==> config.mk <==
export PLATFORM = sky130hd
export DESIGN_NAME = writeback_arbiter
export DESIGN_NICKNAME = d
export VERILOG_FILES = /design/src/rtl/wb_pkg.sv /design/src/rtl/wb_fifo.sv /design/src/rtl/writeback_arbiter.sv
export SDC_FILE = /design/constraint.sdc
export NUM_CORES = 1
export LEC_CHECK = 0
export CAP_MARGIN = 0
export CORE_MARGIN = 4
export CORE_UTILIZATION = 45
export DETAILED_ROUTE_END_ITERATION = 10
export PLACE_DENSITY_LB_ADDON = 0.25
export SLEW_MARGIN = 15
export SYNTH_ARGS = -nofsm -noshare
export SYNTH_HDL_FRONTEND = slang
export SYNTH_HIERARCHICAL = 1
export SYNTH_SLANG_ARGS = --single-unit
==> constraint.sdc <==
create_clock -name clk -period 11.68 [get_ports clk]
set_input_delay 2.336 -clock clk [delete_from_list [all_inputs] [get_ports clk]]
set_output_delay 2.336 -clock clk [all_outputs]
set_load 0.01 [all_outputs]
==> src/rtl/wb_pkg.sv <==
// Shared definitions for the writeback arbiter: source encoding, lane width
// and the packed width of one buffered load-return entry.
package wb_pkg;

    // Which stream owns the register-bank write port in a given cycle
    typedef enum logic {
        WB_SRC_ALU = 1'b0,
        WB_SRC_MEM = 1'b1
    } wb_src_e;

    // Bits per lane; lane i lives at [i*WB_DATA_WIDTH +: WB_DATA_WIDTH]
    localparam int unsigned WB_DATA_WIDTH = 32;

    // One FIFO entry is {waddr, mask, wdata}
    function automatic int unsigned wb_entry_width(input int unsigned log2_num_regs,
                                                   input int unsigned num_lanes,
                                                   input int unsigned data_width);
        return log2_num_regs + num_lanes + num_lanes * data_width;
    endfunction

endpackage

==> src/rtl/wb_fifo.sv <==
// Parameterised synchronous FIFO with occupancy count. Pointers wrap modulo
// DEPTH (power of 2); a separate count register disambiguates full/empty.
module wb_fifo #(
    parameter int unsigned WIDTH = 8,
    parameter int unsigned DEPTH = 4
) (
    input  logic                     clk,
    input  logic                     rst,
    input  logic                     push,
    input  logic                     pop,
    input  logic [WIDTH-1:0]         wdata,
    output logic [WIDTH-1:0]         rdata,
    output logic                     full,
    output logic                     empty,
    output logic [$clog2(DEPTH):0]   count
);
    localparam int unsigned PTR_W = $clog2(DEPTH);
    localparam logic [PTR_W:0] FULL_CNT = (PTR_W + 1)'(DEPTH);

    logic [WIDTH-1:0] mem_q [DEPTH];
    logic [PTR_W-1:0] wptr_q;
    logic [PTR_W-1:0] rptr_q;
    logic [PTR_W:0]   count_q;
    logic [PTR_W:0]   count_d;
    logic             do_push;
    logic             do_pop;

    assign full  = (count_q == FULL_CNT);
    assign empty = (count_q == '0);
    assign count = count_q;
    assign rdata = mem_q[rptr_q];

    // Overflow/underflow cannot corrupt state even if the caller misbehaves
    assign do_push = push && !full;
    assign do_pop  = pop && !empty;

    // Occupancy next-state: simultaneous push and pop leave it unchanged
    always_comb begin
        count_d = count_q;
        unique case ({do_push, do_pop})
            2'b10:   count_d = count_q + 1'b1;
            2'b01:   count_d = count_q - 1'b1;
            default: count_d = count_q;
        endcase
    end

    // Pointer and count registers
    always_ff @(posedge clk or posedge rst) begin
        if (rst) begin
            wptr_q  <= '0;
            rptr_q  <= '0;
            count_q <= '0;
        end else begin
            if (do_push) wptr_q <= wptr_q + 1'b1;
            if (do_pop)  rptr_q <= rptr_q + 1'b1;
            count_q <= count_d;
        end
    end

    // Entry storage; contents are don't-care until written, so no reset
    always_ff @(posedge clk) begin
        if (do_push) mem_q[wptr_q] <= wdata;
    end

endmodule

==> src/rtl/writeback_arbiter.sv <==
// Merges the ALU writeback stream and the buffered load-return stream onto
// the single per-lane register-bank write port. ALU has priority; a load
// that has lost STARVE_LIMIT consecutive cycles, or a full FIFO, forces the
// load through. The write port is registered: one cycle from grant to write.
module writeback_arbiter
    import wb_pkg::*;
#(
    parameter int unsigned NUM_LANES     = 8,
    parameter int unsigned DATA_WIDTH    = WB_DATA_WIDTH,
    parameter int unsigned LOG2_NUM_REGS = 4,
    parameter int unsigned FIFO_DEPTH    = 4,
    parameter int unsigned STARVE_LIMIT  = 3
) (
    input  logic                              clk,
    input  logic                              rst,
    input  logic                              alu_valid,
    output logic                              alu_ready,
    input  logic [LOG2_NUM_REGS-1:0]          alu_waddr,
    input  logic [NUM_LANES-1:0]              alu_mask,
    input  logic [NUM_LANES*DATA_WIDTH-1:0]   alu_wdata,
    input  logic                              mem_valid,
    output logic                              mem_ready,
    input  logic [LOG2_NUM_REGS-1:0]          mem_waddr,
    input  logic [NUM_LANES-1:0]              mem_mask,
    input  logic [NUM_LANES*DATA_WIDTH-1:0]   mem_wdata,
    output logic [NUM_LANES-1:0]              rf_write_en,
    output logic [LOG2_NUM_REGS-1:0]          rf_waddr,
    output logic [NUM_LANES*DATA_WIDTH-1:0]   rf_wdata,
    output logic [$clog2(FIFO_DEPTH):0]       fifo_count
);
    localparam int unsigned ENTRY_W  = wb_entry_width(LOG2_NUM_REGS, NUM_LANES, DATA_WIDTH);
    localparam int unsigned BUS_W    = NUM_LANES * DATA_WIDTH;
    localparam int unsigned STARVE_W = (STARVE_LIMIT < 1) ? 1 : $clog2(STARVE_LIMIT + 1);
    localparam logic [STARVE_W-1:0] STARVE_MAX = STARVE_W'(STARVE_LIMIT);

    logic                     fifo_push;
    logic                     fifo_pop;
    logic                     fifo_full;
    logic                     fifo_empty;
    logic [ENTRY_W-1:0]       fifo_head;
    logic [LOG2_NUM_REGS-1:0] head_waddr;
    logic [NUM_LANES-1:0]     head_mask;
    logic [BUS_W-1:0]         head_wdata;

    logic                     mem_sel;
    wb_src_e                  src;
    logic [STARVE_W-1:0]      starve_q;
    logic [STARVE_W-1:0]      starve_d;

    logic [NUM_LANES-1:0]     rf_write_en_q, rf_write_en_d;
    logic [LOG2_NUM_REGS-1:0] rf_waddr_q, rf_waddr_d;
    logic [BUS_W-1:0]         rf_wdata_q, rf_wdata_d;

    // Every load goes through the FIFO; mem_ready depends on registered count only
    assign mem_ready = !fifo_full;
    assign fifo_push = mem_valid && mem_ready;
    assign fifo_pop  = mem_sel;

    wb_fifo #(
        .WIDTH (ENTRY_W),
        .DEPTH (FIFO_DEPTH)
    ) u_load_fifo (
        .clk   (clk),
        .rst   (rst),
        .push  (fifo_push),
        .pop   (fifo_pop),
        .wdata ({mem_waddr, mem_mask, mem_wdata}),
        .rdata (fifo_head),
        .full  (fifo_full),
        .empty (fifo_empty),
        .count (fifo_count)
    );

    assign {head_waddr, head_mask, head_wdata} = fifo_head;

    // Load wins when the ALU is idle, the FIFO is full, or the load has starved
    always_comb begin
        mem_sel   = !fifo_empty && (!alu_valid || fifo_full || (starve_q == STARVE_MAX));
        alu_ready = !mem_sel;
        src       = mem_sel ? WB_SRC_MEM : WB_SRC_ALU;
    end

    // Count consecutive losses of a non-empty FIFO, saturating at the limit
    always_comb begin
        starve_d = starve_q;
        if (mem_sel || fifo_empty) begin
            starve_d = '0;
        end else if (alu_valid && (starve_q != STARVE_MAX)) begin
            starve_d = starve_q + 1'b1;
        end
    end

    // Write-port next state; address and data hold when nothing is granted
    always_comb begin
        rf_write_en_d = '0;
        rf_waddr_d    = rf_waddr_q;
        rf_wdata_d    = rf_wdata_q;
        if (mem_sel || alu_valid) begin
            unique case (src)
                WB_SRC_MEM: begin
                    rf_write_en_d = head_mask;
                    rf_waddr_d    = head_waddr;
                    rf_wdata_d    = head_wdata;
                end
                WB_SRC_ALU: begin
                    rf_write_en_d = alu_mask;
                    rf_waddr_d    = alu_waddr;
                    rf_wdata_d    = alu_wdata;
                end
            endcase
        end
    end

    // Starvation counter and registered write port
    always_ff @(posedge clk or posedge rst) begin
        if (rst) begin
            starve_q      <= '0;
            rf_write_en_q <= '0;
            rf_waddr_q    <= '0;
            rf_wdata_q    <= '0;
        end else begin
            starve_q      <= starve_d;
            rf_write_en_q <= rf_write_en_d;
            rf_waddr_q    <= rf_waddr_d;
            rf_wdata_q    <= rf_wdata_d;
        end
    end

    assign rf_write_en = rf_write_en_q;
    assign rf_waddr    = rf_waddr_q;
    assign rf_wdata    = rf_wdata_q;

endmodule

# Yosys cells after proc, flatten, opt, wreduce, memory -nomap -nowiden
# Memories as Yosys holds them, arrays and structs flattened.
# Index checks and enable logic that the tools add are counted.
[op_classes]
n_addsub = 5
n_mul = 0
div = 0
n_lt_le_gt_ge = 0
n_eq_ne = 5
n_shift = 0
muxes = 10
bitwise = 1
reduce_logical = 16
[op_table]
columns = ["operator", "count"]
rows = [
  ["$pmux 256 s2", 1],
  ["$pmux 8 s2", 1],
  ["$mux 8", 1],
  ["$pmux 4 s2", 1],
  ["$add 2x1->2 const B", 3],
  ["$pmux 3 s2", 1],
  ["$logic_and 1x1->1", 5],
  ["$eq 2x2->1 const B", 2],
  ["$logic_not 1->1", 4],
  ["$logic_or 1x1->1", 4],
  ["$mux 2", 2],
  ["$reduce_bool 2->1", 2],
  ["$add 3x1->3 const B", 1],
  ["$eq 3x3->1 const B", 1],
  ["$logic_not 3->1", 1],
  ["$mux 1", 3],
  ["$sub 3x1->3 const B", 1],
  ["$eq 2x1->1 const B", 1],
  ["$ne 2x2->1 const B", 1],
  ["$not 1->1", 1],
]
[word_totals]
regBits = 277
latch_bits = 0
ram_bits = 1072
rom_bits = 0
output_inout_bits = 273
elab_cells = 45
n_memories = 1
[memory_table]
columns = ["name", "depth", "word_bits", "rd", "rd_clocked_by_memory_dff", "wr", "line_no", "text"]
rows = [
  ["u_load_fifo.mem_q", 4, 268, 1, 0, 1, "wb_fifo.sv:20", "logic [WIDTH-1:0] mem_q [DEPTH];"],
]

# Logic depth before layout (Yosys ltp)
# Gate-level depths: netlist (run 1).
[logic_depth]
ltp_word = 8
ltp_mapped = 12

# Modules after synthesis
# Netlist (run 1), hierarchy kept.
[by_module_without_submodules]
columns = ["mod", "instances", "cells_per_inst", "area_each_um2", "seq_area_each_um2"]
rows = [
  ["wb_fifo", 1, 1438, 39083.7, 32366.0],
  ["writeback_arbiter", 1, 898, 11960.2, 6756.5],
]

# Worst setup path after synthesis (run 1)
# No wires, ideal clock.
[synth_path]
path_type = "input to register"
startpoint = "in mem_valid"
endpoint = "mem u_load_fifo/mem_q[0][0] (netlist name) (enable)"
t_arrival_ns = 8.885
slack_ns = 2.131
stages = 3
cell_sequence = "nor2b_1 > nor2b_1 > and2_1"
[synth_via]
elab_chain_cells = 4
[synth_lines]
columns = ["element", "line_no", "text"]
rows = [
  ["from (decl)", "writeback_arbiter.sv:21", "input logic mem_valid,"],
  ["$logic_and 1x1->1", "writeback_arbiter.sv:56", "assign fifo_push = mem_valid && mem_ready;"],
  ["$logic_and 1x1->1", "wb_fifo.sv:34", "assign do_push = push && !full;"],
  ["$mux 1", "wb_fifo.sv:62", "if (do_push) mem_q[wptr_q] <= wdata;"],
  ["$mux 1 (not written as such)", "wb_fifo.sv:62", ""],
  ["to (decl)", "wb_fifo.sv:20", ""],
]
# Every way passes these cells.

# Worst setup path after layout (run 1)
[layout_path]
startpoint = "in alu_valid"
endpoint = "out alu_ready"
[layout_via]
elab_chain_cells = 5
[layout_lines]
columns = ["element", "line_no", "text"]
rows = [
  ["from (decl)", "writeback_arbiter.sv:16", "input logic alu_valid,"],
  ["$logic_not 1->1", "writeback_arbiter.sv:78", "mem_sel = !fifo_empty && (!alu_valid || fifo_full || (starve_q == STARVE_MAX));"],
  ["$logic_or 1x1->1 (2 in series)", "writeback_arbiter.sv:78", ""],
  ["$logic_and 1x1->1", "writeback_arbiter.sv:78", ""],
  ["$logic_not 1->1", "writeback_arbiter.sv:79", "alu_ready = !mem_sel;"],
  ["to (decl)", "writeback_arbiter.sv:17", "output logic alu_ready,"],
]
# Every way passes these cells.

==> flow_summary.json, run 1 <==
{
  "post-cts-setup-buffer-count": 0,
  "clock_latency_ns": 0.73,
  "tritoncts.num_buffers": 140,
  "post_synth_instance_area_um2": 51000,
  "die-width_um": 345,
  "yosys.area.top_type": "edfxtp_1",
  "grt_max_degree": 149,
  "total_power_mw": 16.5,
  "layout.nets": 3715,
  "cts_sinks": 1349,
  "synth_cell_type_count": 30,
  "grt_antenna_before_repair": 53,
  "ff2ff_path_depth": 7,
  "synthesis.nets": 2883,
  "critical_path.startpoint_type": "primary input",
  "netSwitchingFraction_pct": 28.9,
  "ff_latch_count_synth": 1349,
  "dr_total_vias": 26400,
  "critPathLaunch": "alu_valid",
  "initialDrtViolationCount": 1761,
  "area.growth.synth_to_final_pct": 27.1,
  "endpoint": "alu_ready",
  "drv_slew": 0,
  "fin_tns_setup_ns": 0,
  "vdd_ir_drop_max_mv": 0.221,
  "setup.reg_to_reg.worst_slack_ns": 7.74,
  "vias_in_the_first_global_route": 28100,
  "coreArea_um2": 112000,
  "via_per_inst": 5.48,
  "comb_power_share_pct": 30.1,
  "finalCritPeriodShare_pct": 51.8,
  "drive_gt1_share_pct": 15.8,
  "critical_path_class": "primary input to output port",
  "p_leak_nw": 22.2,
  "wire_length_of_the_first_global_routing_pass_um": 178000,
  "worstPathArrival_ns": 3.71,
  "grt_usage_pct": 20.3,
  "p_int_mw": 11.8,
  "seq_power_share_pct": 42.9,
  "drv_cap": 0,
  "cts-htree-levels": 4,
  "path_max_fanout": 4,
  "rsz_0062_raised_after_global_routing": "no",
  "setup_ws_ns": 5.63,
  "min_period_ns": 6.05,
  "holdCritPathClass": "flip-flop to flip-flop",
  "yosys.area.top_type_share_pct": 63.1,
  "rr_startpoint": "u_load_fifo/count[2]$_DFFE_PP0P_",
  "num-fill-cells": 8241,
  "multi_input_area_um2": 10600,
  "gp_congestion": 0.852,
  "ys_seq_area_share_pct": 76.6,
  "holdPathStages": 1,
  "timing.hold.ws_ns": 0.451,
  "remaining_drc_errors": 0,
  "status": "finished, final reports clean",
  "power.density_cell_area_nw_per_um2": 255,
  "floorplan.rows": 123,
  "netlist_instances": 2336,
  "commonest_non_fill_non_tap_cell_in_the_layout": "edfxtp_1",
  "numPortBuffers": 812,
  "die_area_um2": 119000,
  "worst_slew_pin_slew_ns": 1.29,
  "cts-resized-gates": 0,
  "cts.clk_slew.worst_paths_ns": 0.06,
  "cts-root-to-sink-buffers": 3,
  "cp-end-kind": "output port",
  "routed_wire_length_per_instance_um": 25.4,
  "dp_hpwl_um": 77200,
  "clock_power_share_pct": 27.0,
  "floorplan.initialDensity_pct": 45.4,
  "ctsRootBufferMaster": "clkbuf_16",
  "placed_cell_area_um2": 60100,
  "post_synth_main_area_contributors": "edfxtp_1 63%, dfrtp_1 14%, mux4_2 12%",
  "layout_common_cells": "1,072 x edfxtp_1, 812 x clkdlybuf4s50_1, 275 x dfrtp_1",
  "detail_route.first_pass.iterations": 5,
  "setup-violations-final": 0,
  "setup_skew_ns": 0.0206,
  "gr-total-overflow": 0,
  "relSlewSlack_pct": 14.0,
  "io_pins": 813,
  "hold_viol": 0,
  "final_antenna_net_count": 0,
  "cp_data_required_time_ns": 9.34,
  "reg2reg_to": "rf_wdata[208]$_DFFE_PP0P_",
  "finalInstanceArea_um2": 64900,
  "fp.dieH_um": 345,
  "preCtsSetupSlack_ns": 5.63,
  "fmax_ghz": 0.165,
  "avgSynthCellArea_um2": 21.9,
  "routed_wirelength_um": 122000,
  "cts_hold_repair.buffers": 0,
  "seq_area_um2": 39100,
  "power_switching_mw": 4.78,
  "tritoncts": "built",
  "synth-warning-count": 6
}
logic make-up (layout without fill, tap and decap cells):
group,after synthesis,count (layout),synth area share [%]
buf+inv,158,1104,2.54
compound gates,271,271,5.30
other cells,0,37,0
fa+ha+maj,7,7,0.186
flops,1349,1349,76.6
mux,270,270,11.9
xor+xnor,6,6,0.103
simple gates,275,275,3.36
worst min-delay path by stage:
stage | start | endpoint | slack, ns
6_report | starve_q[0]$_DFFE_PP0P_ | starve_q[0]$_DFFE_PP0P_ | 0.45
5_1_grt | starve_q[0]$_DFFE_PP0P_ | starve_q[0]$_DFFE_PP0P_ | 0.46
4_1_cts | starve_q[0]$_DFFE_PP0P_ | starve_q[0]$_DFFE_PP0P_ | 0.45
3_5_place_dp | starve_q[0]$_DFFE_PP0P_ | starve_q[0]$_DFFE_PP0P_ | 0.44
3_3_place_gp | starve_q[0]$_DFFE_PP0P_ | starve_q[0]$_DFFE_PP0P_ | 0.43
2_1_floorplan | starve_q[0]$_DFFE_PP0P_ | starve_q[0]$_DFFE_PP0P_ | 0.41
cells in the mapped netlist:
master	instances
a21oi_4	1
a221o_1	260
a22o_1	8
and2_0	30
and2_1	234
buf_12	2
buf_2	55
buf_4	1
buf_6	50
buf_8	20
clkbuf_1	20
dfrtp_1	277
edfxtp_1	1072
fa_1	1
ha_1	6
inv_1	9
inv_2	1
mux2_2	1
mux2i_1	1
mux4_2	268
nand2_1	2
nor2_1	1
nor2_2	1
nor2b_1	3
nor3_1	2
nor3b_1	2
o21a_1	1
o31a_1	1
xnor2_1	3
xor2_1	3
through the flow:
| step | std cells | utilization, % |
|---|---|---|
| after global placement | 4526 | 53.4 |
| final | 4819 | 57.7 |
| after global routing | 4808 | 57.6 |
| after floorplan | 2336 | - |
| after detailed placement | 4526 | 53.4 |
| after CTS | 4782 | 57.6 |
power by group through the flow:
stage                     sequential [mW]  combinational (mW)  clock [mW]
after global placement               7.11                5.00           0
after global routing                 7.22                5.31        4.77
after floorplan                      7.41                2.86           0
after CTS                            7.11                5.09        4.57
final                                7.10                4.98        4.46
after detailed placement             7.18                5.08           0
layout make-up:
cell class | instances | area share [%]
sequential | 1349 | 60.3
multi-input combinational | 829 | 16.4
timing repair buffer | 838 | 13.0
clock buffer | 183 | 5.90
tap | 1500 | 2.89
clock inverter | 73 | 1.30
antenna | 37 | 0.143
inverter | 10 | 0.0694
flip-flops by register name (all words and copies together), names as in the netlist:
register and cells:
rf_waddr 4, u_load_fifo/count 3, rf_wdata 256, u_load_fifo/rptr_q 2
rf_write_en 8, u_load_fifo/wptr_q 2, u_load_fifo/mem_q 1072, starve_q 2
worst max-delay path: stages:
cell and delay [ns]:
clkdlybuf4s50_1 0.65, a21oi_4 0.12, inv_2 0.08, clkdlybuf4s50_1 0.53
metal layers:
metal / vias to the layer above / track usage [%] / routed length (µm)
li1: 11500 / - / -
met5: - / 0 / 232
met3: 240 / 6.13 / 9780
met4: 32 / 9.26 / 4450
met2: 971 / 32.4 / 60800
met1: 13700 / 25.7 / 47000
No activity file was read; power rests on OpenSTA's default activity.
==> inputs of run 2 (changes only) <==
- clock period: 11.68 -> 5.9 ns (I/O delays scaled with it)
==> flow_summary.json, run 2 (synthesis results as in run 1) <==
{
  "status": "finished, final reports clean",
  "cts-resized-gates": 0,
  "io_pins": 813,
  "drive_gt1_share_pct": 16.3,
  "cts-root-to-sink-buffers": 3,
  "tritoncts.num_buffers": 138,
  "cp_data_required_time_ns": 4.72,
  "tritoncts": "built",
  "cts_sinks": 1349,
  "path_max_fanout": 6,
  "min_period_ns": 3.72,
  "vdd_ir_drop_max_mv": 0.485,
  "hold_viol": 0,
  "numPortBuffers": 812,
  "die_area_um2": 119000,
  "cts_hold_repair.buffers": 0,
  "relSlewSlack_pct": 28.2,
  "post-cts-setup-buffer-count": 0,
  "clock_power_share_pct": 26.3,
  "p_int_mw": 23.3,
  "via_per_inst": 5.50,
  "setup_skew_ns": 0.0213,
  "coreArea_um2": 112000,
  "netSwitchingFraction_pct": 28.8,
  "initialDrtViolationCount": 1904,
  "worstPathArrival_ns": 2.54,
  "fmax_ghz": 0.269,
  "dp_hpwl_um": 81300,
  "fin_tns_setup_ns": 0,
  "fp.dieH_um": 345,
  "cts-htree-levels": 4,
  "rsz_0062_raised_after_global_routing": "no",
  "finalCritPeriodShare_pct": 63.1,
  "seq_power_share_pct": 42.7,
  "ctsRootBufferMaster": "clkbuf_16",
  "floorplan.initialDensity_pct": 45.4,
  "final_antenna_net_count": 0,
  "worst_slew_pin_slew_ns": 1.08,
  "slowest_delay_ns": 0.70,
  "gr-total-overflow": 0,
  "cts.clk_slew.worst_paths_ns": 0.06,
  "routed_wirelength_um": 124000,
  "layout_common_cells": "1,072 x edfxtp_1, 812 x clkdlybuf4s50_1, 275 x dfrtp_1",
  "drv_slew": 0,
  "vias_in_the_first_global_route": 28300,
  "clock_latency_ns": 0.73,
  "layout.nets": 3739,
  "grt_usage_pct": 20.6,
  "cp-end-kind": "output port",
  "largest_register_ff_count": 1072,
  "slowest_stage": "nor3_1",
  "total_power_mw": 32.7,
  "die-width_um": 345,
  "commonest_non_fill_non_tap_cell_in_the_layout": "edfxtp_1",
  "power_switching_mw": 9.41,
  "critical_path.cell_chain": "nor3_1 > a21oi_4 > inv_2 > clkdlybuf4s50_1",
  "drv_cap": 0,
  "power.density_cell_area_nw_per_um2": 502,
  "routed_wire_length_per_instance_um": 25.6,
  "comb_power_share_pct": 31.0,
  "critical_path_class": "flip-flop to output port",
  "remaining_drc_errors": 0,
  "grt_max_degree": 261,
  "setup-violations-final": 0,
  "dr_total_vias": 26600,
  "critical_path.startpoint_type": "flip-flop",
  "floorplan.rows": 123,
  "grt_antenna_before_repair": 41,
  "area.growth.synth_to_final_pct": 27.6,
  "p_leak_nw": 22.3,
  "gp_congestion": 0.870,
  "wire_length_of_the_first_global_routing_pass_um": 182000,
  "holdCritPathClass": "flip-flop to flip-flop",
  "registers.top_by_ff_count": "u_load_fifo/mem_q",
  "detail_route.first_pass.iterations": 7
}
[run 2: cell types whose count changed in the layout (fill, tap and decap cells not counted), moves of 3 or more]
cell	previous run	this run
bufinv_16	14	9
clkbuf_16	143	147
buf_4	18	29
inv_6	7	4
buf_12	7	23
diode_2	37	24
clkbuf_1	30	34
[run 2: power groups by stage]
stage | logic [mW] | clock network [mW] | registers (mW)
after detailed placement | 10.3 | 0 | 14.1
after global routing | 10.8 | 9.24 | 14.2
after CTS | 10.3 | 8.81 | 14.0
after floorplan | 5.67 | 0 | 14.4
after global placement | 10.2 | 0 | 14.0
final | 10.1 | 8.60 | 13.9
[run 2: area by class of cell]
class	instances	area (µm²)
antenna	24	60.1
clock inverter	62	593
tap	1500	1880
multi-input combinational	829	10600
timing repair buffer	864	8810
clock buffer	193	3970
fill	8201	47400
inverter	10	41.3
sequential	1349	39100
[run 2: final timing paths]
path                                             startpoint                                to  slack (ns)  cells after the start
setup / recovery           u_load_fifo/count[0]$_DFFE_PP0P_                         alu_ready        2.18                      4
hold / removal                      starve_q[0]$_DFFE_PP0P_           starve_q[0]$_DFFE_PP0P_        0.45                      1
setup reg to reg           u_load_fifo/count[0]$_DFFE_PP0P_         rf_wdata[190]$_DFFE_PP0P_        2.66                      6
hold reg to reg                     starve_q[0]$_DFFE_PP0P_           starve_q[0]$_DFFE_PP0P_        0.45                      1
max in group asynchronous                               rst         rf_wdata[196]$_DFFE_PP0P_        3.63                      3
min in group asynchronous                               rst  u_load_fifo/count[2]$_DFFE_PP0P_        0.87                      2
[run 2: critical path: cells and delay by family (launching register included)]
kind | cells | cell delay [ns]
AND/OR/NAND/NOR | 1 | 0.70
buffers and inverters | 2 | 0.60
flip-flops | 1 | 0.45
AO/OA/AOI/OAI | 1 | 0.07
[run 2: metal layers]
| metal | track usage (%) | wire (µm) | up-vias |
|---|---|---|---|
| met4 | 6.41 | 3010 | 36 |
| met1 | 26.0 | 47100 | 13800 |
| li1 | - | - | 11500 |
| met5 | 0 | 255 | - |
| met2 | 34.7 | 63800 | 1020 |
| met3 | 5.94 | 9670 | 212 |
[run 2: per-stage QoR]
| stage | std cells | setup slack (ns) | util, % | area (µm²) | hold WS [ns] |
|---|---|---|---|---|---|
| 2_1_floorplan | 2336 | 0.499 | - | 51100 | 0.413 |
| 3_3_place_gp | 4552 | 1.85 | 53.8 | 60500 | 0.426 |
| 4_1_cts | 4807 | 2.11 | 57.8 | 65100 | 0.452 |
| 5_1_grt | 4821 | 2.00 | 57.9 | 65100 | 0.477 |
| 3_5_place_dp | 4552 | 1.80 | 53.8 | 60500 | 0.442 |
| 6_report | 4831 | 2.18 | 57.9 | 65100 | 0.448 |
